File: config.mk
export PLATFORM = sky130hd
export DESIGN_NAME = cpu_bus_responder
export DESIGN_NICKNAME = d
export VERILOG_FILES = /design/src/rtl/gm64_pkg.sv /design/src/rtl/io_regs.sv /design/src/rtl/cpu_bus_responder.sv
export SDC_FILE = /design/constraint.sdc
export NUM_CORES = 1
export LEC_CHECK = 0
export ABC_AREA = 1
export BUFFER_PORTS_ARGS = -buffer_cell sky130_fd_sc_hd__buf_2
export CAP_MARGIN = 30
export CORE_MARGIN = 2
export CORE_UTILIZATION = 48
export CTS_CLUSTER_SIZE = 28
export DETAILED_ROUTE_END_ITERATION = 6
export HOLD_SLACK_MARGIN = 0.03
export MAX_ROUTING_LAYER = met4
export PLACE_DENSITY = 0.87
export SYNTH_ARGS = -nofsm -noshare
export SYNTH_HDL_FRONTEND = slang
export SYNTH_SLANG_ARGS = --single-unit
File: constraint.sdc
create_clock -name clkSys -period 1.6 [get_ports clkSys]
set_input_delay 0.08 -clock clkSys [delete_from_list [all_inputs] [get_ports clkSys]]
set_output_delay 0.08 -clock clkSys [all_outputs]
set_load 0.01 [all_outputs]
File: src/rtl/gm64_pkg.sv
// Shared types and address constants for the gm64 CPU-side blocks.
package gm64_pkg;

  typedef enum logic [1:0] {
    RS_IDLE = 2'd0,
    RS_REQ  = 2'd1,
    RS_WAIT = 2'd2
  } resp_state_e;

  typedef enum logic [3:0] {
    COLOR_BLACK       = 4'h0,
    COLOR_WHITE       = 4'h1,
    COLOR_RED         = 4'h2,
    COLOR_CYAN        = 4'h3,
    COLOR_PURPLE      = 4'h4,
    COLOR_GREEN       = 4'h5,
    COLOR_BLUE        = 4'h6,
    COLOR_YELLOW      = 4'h7,
    COLOR_ORANGE      = 4'h8,
    COLOR_BROWN       = 4'h9,
    COLOR_LIGHT_RED   = 4'hA,
    COLOR_DARK_GREY   = 4'hB,
    COLOR_GREY        = 4'hC,
    COLOR_LIGHT_GREEN = 4'hD,
    COLOR_LIGHT_BLUE  = 4'hE,
    COLOR_LIGHT_GREY  = 4'hF
  } Color;

  localparam logic [15:0] ADDR_BORDER     = 16'hD020;
  localparam logic [15:0] ADDR_BACKGROUND = 16'hD021;
  localparam logic [3:0]  IO_BASE         = 4'hD;
  localparam logic [15:0] VEC_RESET_LO    = 16'hFFFC;

  // True for both bytes of the reset vector ($FFFC and $FFFD).
  function automatic logic is_reset_vector(input logic [15:0] addr);
    return addr[15:1] == VEC_RESET_LO[15:1];
  endfunction

endpackage

File: src/rtl/io_regs.sv
// $Dxxx page decode with the border/background colour registers.
// Latency: combinational read data; registers load on the clock after access.
// Backpressure: none, always accepts an access.
module io_regs
  import gm64_pkg::*;
(
  input  logic        clkSys,
  input  logic        reset,
  input  logic        access,
  input  logic [15:0] ab,
  input  logic        we,
  input  logic [3:0]  wdata,
  output logic        hit,
  output logic [7:0]  rdata,
  output logic [3:0]  border,
  output logic [3:0]  background
);

  assign hit = (ab[15:12] == IO_BASE);

  // Unimplemented I/O locations float high, as on the real bus.
  always_comb begin
    rdata = 8'hFF;
    if (ab == ADDR_BORDER)
      rdata = {4'hF, border};
    else if (ab == ADDR_BACKGROUND)
      rdata = {4'hF, background};
  end

  always_ff @(posedge clkSys) begin
    if (!reset) begin
      border     <= COLOR_LIGHT_BLUE;
      background <= COLOR_BLUE;
    end else if (access && we) begin
      if (ab == ADDR_BORDER)
        border <= wdata;
      else if (ab == ADDR_BACKGROUND)
        background <= wdata;
    end
  end

endmodule

File: src/rtl/cpu_bus_responder.sv
// Answers 6502 bus cycles: local vector/colour registers, everything else via memCtrl.
// Latency: local 1 cycle after phi0 edge; PSRAM strobe 1 cycle after edge plus busy stalls.
// Backpressure: strobe held off while i_busy; phi0 edges during a transaction are dropped and counted.
module cpu_bus_responder
  import gm64_pkg::*;
#(
  parameter logic [23:0] PSRAM_BASE      = 24'h000000,
  parameter bit          VECTOR_OVERRIDE = 1'b1,
  parameter logic [15:0] RESET_VECTOR    = 16'h0300
) (
  input  logic        clkSys,
  input  logic        reset,
  input  logic        i_phi0,
  input  logic [15:0] i_ab,
  input  logic        i_we,
  input  logic [7:0]  i_do,
  output logic [7:0]  o_di,
  output logic        o_cs,
  output logic        o_write,
  output logic [23:0] o_address,
  output logic [7:0]  o_dataToWrite,
  input  logic        i_busy,
  input  logic        i_dataReady,
  input  logic [7:0]  i_dataRead,
  output logic [3:0]  o_border,
  output logic [3:0]  o_background,
  output logic        o_overrun,
  output logic [7:0]  o_overrunCnt
);

  resp_state_e state;
  logic        phi0_prev;
  logic        phi0_edge;
  logic        idle_edge;
  logic        io_hit;
  logic [7:0]  io_rdata;
  logic        vec_hit;
  logic [7:0]  vec_rdata;

  assign phi0_edge = i_phi0 & ~phi0_prev;
  assign idle_edge = phi0_edge && (state == RS_IDLE);

  assign vec_hit   = VECTOR_OVERRIDE && !i_we && is_reset_vector(i_ab);
  assign vec_rdata = i_ab[0] ? RESET_VECTOR[15:8] : RESET_VECTOR[7:0];

  // Strobe follows live busy so it can never coincide with it; reset kills it immediately.
  assign o_cs = reset && (state == RS_REQ) && !i_busy;

  io_regs u_io_regs (
    .clkSys     (clkSys),
    .reset      (reset),
    .access     (idle_edge),
    .ab         (i_ab),
    .we         (i_we),
    .wdata      (i_do[3:0]),
    .hit        (io_hit),
    .rdata      (io_rdata),
    .border     (o_border),
    .background (o_background)
  );

  always_ff @(posedge clkSys) begin
    if (!reset) begin
      state         <= RS_IDLE;
      phi0_prev     <= 1'b0;
      o_di          <= 8'h00;
      o_write       <= 1'b0;
      o_address     <= 24'h000000;
      o_dataToWrite <= 8'h00;
      o_overrun     <= 1'b0;
      o_overrunCnt  <= 8'h00;
    end else begin
      phi0_prev <= i_phi0;

      case (state)
        RS_IDLE: begin
          if (phi0_edge) begin
            if (io_hit) begin
              if (!i_we)
                o_di <= io_rdata;
            end else if (vec_hit) begin
              o_di <= vec_rdata;
            end else begin
              // Request fields double as the capture registers and hold until the next cycle.
              state         <= RS_REQ;
              o_write       <= i_we;
              o_address     <= PSRAM_BASE + {8'h00, i_ab};
              o_dataToWrite <= i_do;
            end
          end
        end
        RS_REQ: begin
          if (!i_busy)
            state <= o_write ? RS_IDLE : RS_WAIT;
        end
        RS_WAIT: begin
          if (i_dataReady) begin
            o_di  <= i_dataRead;
            state <= RS_IDLE;
          end
        end
        default: state <= RS_IDLE;
      endcase

      if (phi0_edge && (state != RS_IDLE)) begin
        o_overrun <= 1'b1;
        if (o_overrunCnt != 8'hFF)
          o_overrunCnt <= o_overrunCnt + 8'd1;
      end
    end
  end

endmodule

# [Word level (Yosys, flattened, before mapping)]
# Index checks and enable logic that the tools add are counted.
[totals] out_inout_bits=59 regBits=53 word_cells=63 input_bits=38
[op_classes] add_sub_neg=1 n_eq_ne=14 reduce_logical=17 bitwise_logic=5 n_mux=16
[op_table] cell="8-bit 2-to-1 mux" count=6
[op_table] cell="16-bit == test (second input constant)" count=2
[op_table] cell="8-bit case mux with 2 select lines" count=1
[op_table] cell="15-bit == test (second input constant)" count=1
[op_table] cell="2-bit 2-to-1 mux" count=7
[op_table] cell="2-bit inequality test (second input constant)" count=5
[op_table] cell="5-bit AND reduction" count=2
[op_table] cell="8-bit by 1-bit adder with 8-bit output (second input constant)" count=1
[op_table] cell="8-bit inequality test (second input constant)" count=1
[op_table] cell="1-bit logical AND" count=6
[op_table] cell="3-bit inequality test (second input constant)" count=2
[op_table] cell="2-bit case mux with 3 select lines" count=1
[op_table] cell="4-bit == test (second input constant)" count=1
[op_table] cell="4-bit 2-to-1 mux" count=1
[op_table] cell="1-bit NOT" count=4
[op_table] cell="2-bit AND reduction" count=2
[op_table] cell="4-bit AND reduction" count=1
[op_table] cell="2-bit nonzero test" count=2
[op_table] cell="3-bit AND reduction" count=1
[op_table] cell="2-bit by 1-bit == test with 1-bit output (second input constant)" count=1
[op_table] cell="2-bit == test (second input constant)" count=1
[op_table] cell="1-bit logical NOT" count=2
[op_table] cell="2-bit logical NOT" count=1
[op_table] cell="1-bit bitwise AND" count=1

# [Logic depth before layout (Yosys ltp)]
[depth] depth_word=7 ltp_mapped=12

# [Modules after synthesis]
# A second synthesis with hierarchy kept.
[unflattened] cells_unflattened=394 area_unflattened_um2=2778.9
[modules_own_cells] module="cpu_bus_responder" instances=1 cells_per_inst=308 area_per_inst_um2=2192.1
[modules_own_cells] module="io_regs" instances=1 cells_per_inst=86 area_per_inst_um2=586.8

# [Worst setup path after synthesis]
# OpenSTA, ideal clock, no wires.
[synth_path] path_type="register to register" startpoint="register o_overrunCnt[0]" endpoint="register o_overrunCnt[2]" setup_ps=120 arrival_ps=1337 t_required_ps=1480 path_slack_ps=143 synth_period_minus_slack_ps=1457 path_stages_with_launch=9 n_path_buf=0 cell_sequence="dfxtp_1 ha_1 inv_1 nor4_2 nand2_1 nand2_2 inv_2 o21ai_1 a21oi_1"
[synth_between] elab_chain_cells=2
[synth_rtl] item="start: declaration" line="cpu_bus_responder.sv:28" source="output logic [7:0] o_overrunCnt"
[synth_rtl] item="start signal: assignment" line="cpu_bus_responder.sv:108" source="o_overrunCnt <= o_overrunCnt + 8'd1;"
[synth_rtl] item="branches (longest 2 deep; another with 8-bit by 1-bit adder with 8-bit output)"
# Several ways; the timed one is not identified.
# A chain may end at the register's enable or synchronous reset.

# [Final worst setup path]
[layout_path] startpoint="input port i_ab[9]" endpoint="register o_address[9]"
[layout_between] elab_chain_cells=4
[layout_rtl] item="start: declaration" line="cpu_bus_responder.sv:14" source="input logic [15:0] i_ab,"
[layout_rtl] item="15-bit == test" line="gm64_pkg.sv:36" source="return addr[15:1] == VEC_RESET_LO[15:1];"
[layout_rtl] item="1-bit logical AND" line="cpu_bus_responder.sv:43" source="assign vec_hit = VECTOR_OVERRIDE && !i_we && is_reset_vector(i_ab);"
[layout_rtl] item="1-bit NOT (no source line)"
[layout_rtl] item="4-bit AND reduction (no source line)"
[layout_rtl] item="end signal: assignment" line="cpu_bus_responder.sv:87" source="o_address <= PSRAM_BASE + {8'h00, i_ab};"
[layout_rtl] item="end: declaration" line="cpu_bus_responder.sv:20" source="output logic [23:0] o_address,"
# Parallel ways exist; a longest one is shown, timed or not.

==> results.txt <==
outcome -> finished, final reports clean
Clock power frac -> 31.4%
final HPWL from detailed placement -> 4.48 mm
width of the die -> 76.0 um
per-cell routed wire length -> 12.1 um
DRT iter0 DRCs -> 122
Power per Cell Area -> 924 mW/mm2
Root Buffer -> clkbuf_8
total of max-cap violations -> 0
routed vias/inst -> 4.87
clk buf depth -> 2
Congestion Overflow GR -> 0
main combinational cell family by area after synthesis -> simple AND/OR/NAND/NOR gates
Crit Reg-Reg Startpoint -> state[0]
H-tree depth -> 2
largest net degree at the start of global routing -> 28
kind of end point of the critical path -> register
Synth Area in XOR/XNOR -> 1.76%
number of buffers created by CTS -> 5
Netlist cell types -> 32
Die Y-Extent -> 76.0 um
CTS tree -> yes
worst path buffer plus inverter count -> 3
Adder-Cell Fraction of Synth Area -> 0.503%
syn avg cell area -> 6.99 um2
post-synthesis compound-gate area fraction -> 11.6%
Synth Area in Simple Gates -> 32.9%
WS Path Type -> in2reg
# DRC -> 0
Cells after DPL -> 509
Tcrit/Tclk final -> 95.1%
GR Util met1 -> 26.3%
commonest non-fill, non-tap cell in the layout -> buf_2
Pre-antenna DRT Iters -> 4
Tightest Hold Check Type -> in2reg
Max IR drop VDD -> 0.554 mV
min-delay src -> i_do[0]
Sw Share -> 28.6%
met3 usage -> 4.27%
routability congestion estimate -> 0.830
Tot Pwr -> 0.00305 W
cell mode on critical path -> nor2_1
Layout area overhead -> 32.7%
initial antenna violation count -> 0
Post-Syn Instances -> 356
Global Route Usage Sum -> 23.1%
Rows -> 26
nets -> 499
GRT met2 Usage -> 41.4%
Critical Path RT -> 1810 ps
final hold violations -> 0
n_diodes -> 0
RSZ-0062 raised after global routing -> true
skew final -> 11.4 ps
worst-path cell chain -> dlygate4sd3_1, buf_2, nand2_1, nor2_1, nand3_1, a21boi_2, nor2_4, clkbuf_16, o21ai_0, nor2_1
CTS clk-pin slew, worst paths -> 100 ps
Ports -> 97
Tmin final -> 1520 ps
Critical Path Source -> i_ab[9]
CTS sink cnt -> 53
Startpoint Class -> input pin
layout cell share with drive strength beyond 1 -> 29.3%
Starting Density -> 49.3%
core area -> 0.00504 mm2
Ys Warns -> 0
Filler cells -> 438
global-route wire length before repair -> 10.9 mm
Most Crowded Layer GR -> met2
Core Util, Final -> 65.5%
most frequent cells in the layout -> buf_2 (86), nor2_1 (79), nand2_1 (66), dfxtp_1 (52), inv_1 (27)
PortBufs -> 88
vias in the first global route -> 2550
Leakage -> 1.65 nW
post-route setup slack -> 79.0 ps
post-route ant nets -> 0
NetSw -> 0.000873 W
mux cell area share after synthesis -> 0%
DR vias -> 2588
Slew Limit Fails -> 0
Yosys reg bits -> 53
hold_ws -> 37.4 ps
Crit path largest cell delay -> 520 ps
Non-Filler Instances -> 531
FMAX -> 0.657 GHz
Critical-path top delay cell -> dlygate4sd3_1
Flop pwr share -> 48.2%
CP Max Fanout -> 6
delay-heaviest family, CP -> buffers and inverters
multi-input logic area -> 0.00124 mm2
Final setup viols -> 0
internal power -> 0.00218 W
post-synthesis sequential area ratio -> 42.7%
die area -> 0.00577 mm2
Mapped Area -> 0.00249 mm2
crit path DAT -> 1730 ps
pre-CTS WS -> 53.6 ps
worst skew pair latency -> 310 ps
FF+latch area -> 0.00106 mm2
Comb pwr share -> 20.4%
final wirelength -> 6.42 mm
## through the flow
step                      TNS, ps  instance area (um2)
final                           0                 3300
after floorplan                 0                 2510
after global placement          0                 2960
after global routing        -74.5                 3300
after CTS                       0                 3200
after detailed placement        0                 2960
## cell type report
class,count,share of cell area (%)
repair buffers,108,19.8
clock inverters,2,1.14
multi-input cells,258,37.6
inverters,34,4.09
well taps,70,2.65
flip-flops and latches,53,32.2
clock buffers,6,2.50
## cells by family (layout without fill, tap and decap cells)
family / Yosys count / count (layout)
buffers and inverters: 52 / 150
adder cells (fa/ha/maj): 1 / 1
AO/OA/AOI/OAI: 56 / 56
other: 1 / 8
flip-flops: 53 / 53
XOR/XNOR: 5 / 5
AND/OR/NAND/NOR: 188 / 188
## worst paths after layout
check | endpoint | slack, ps | depth (start not counted)
worst min-delay path | o_dataToWrite[0] | 40 | 3
worst min register to register | o_di[7] | 460 | 2
worst max-delay path | o_address[9] | 80 | 10
worst max register to register | u_io_regs.border[3] | 110 | 7
## Yosys cell counts, drive strengths merged
cell    instances  share of area [%]
conb            1               0.15
a21oi          20                4.0
clkbuf          3               0.45
xnor2           2               0.70
nand3b          2               0.60
nor3            1               0.20
o21ai          34                6.8
nor4            3                1.0
nand2          72                 11
o21a            1               0.30
nand3          21                4.2
ha              1               0.50
xor2            3                1.1
inv            33                5.1
nor2           85                 14
dfxtp          53                 43
a21boi          1               0.45
clkinv          1               0.15
or2             2               0.50
buf            15                4.7
nand4           2               0.75
## power groups by stage
stage / Sequential (W) / Clock (W) / Combinational [W]
2_1_floorplan: 0.00153 / 0 / 0.000305
3_3_place_gp: 0.00149 / 0 / 0.000517
3_5_place_dp: 0.00149 / 0 / 0.000533
4_1_cts: 0.00146 / 0.000966 / 0.000558
5_1_grt: 0.00148 / 0.00101 / 0.000690
6_report: 0.00147 / 0.000959 / 0.000621
## tightest hold or removal path, cell delays in order
cell and delay, ps:
buf_2 100, nor2_1 50, nor2_1 90
## state kept, by name, summed over array words and instances, names as in the netlist
name                  flops
o_address                16
o_dataToWrite             8
o_di                      8
o_overrunCnt              8
u_io_regs.background      4
u_io_regs.border          4
state                     2
o_overrun                 1
o_write                   1
phi0_prev                 1
## metal layers
metal  vias to the layer above  wire [um]
met2                       103       3180
met1                      1160       2720
met5                         -          0
met4                         0         76
li1                       1317          -
met3                         8        444
## timing repair
action,4_1_cts,5_1_grt
resized for setup,0,40
setup endpoints to repair,0,48
buffers inserted,0,3
endpoints found under the hold margin,13,0
hold buffers,12,0
Note: power is estimated with default switching activity, not from simulation.
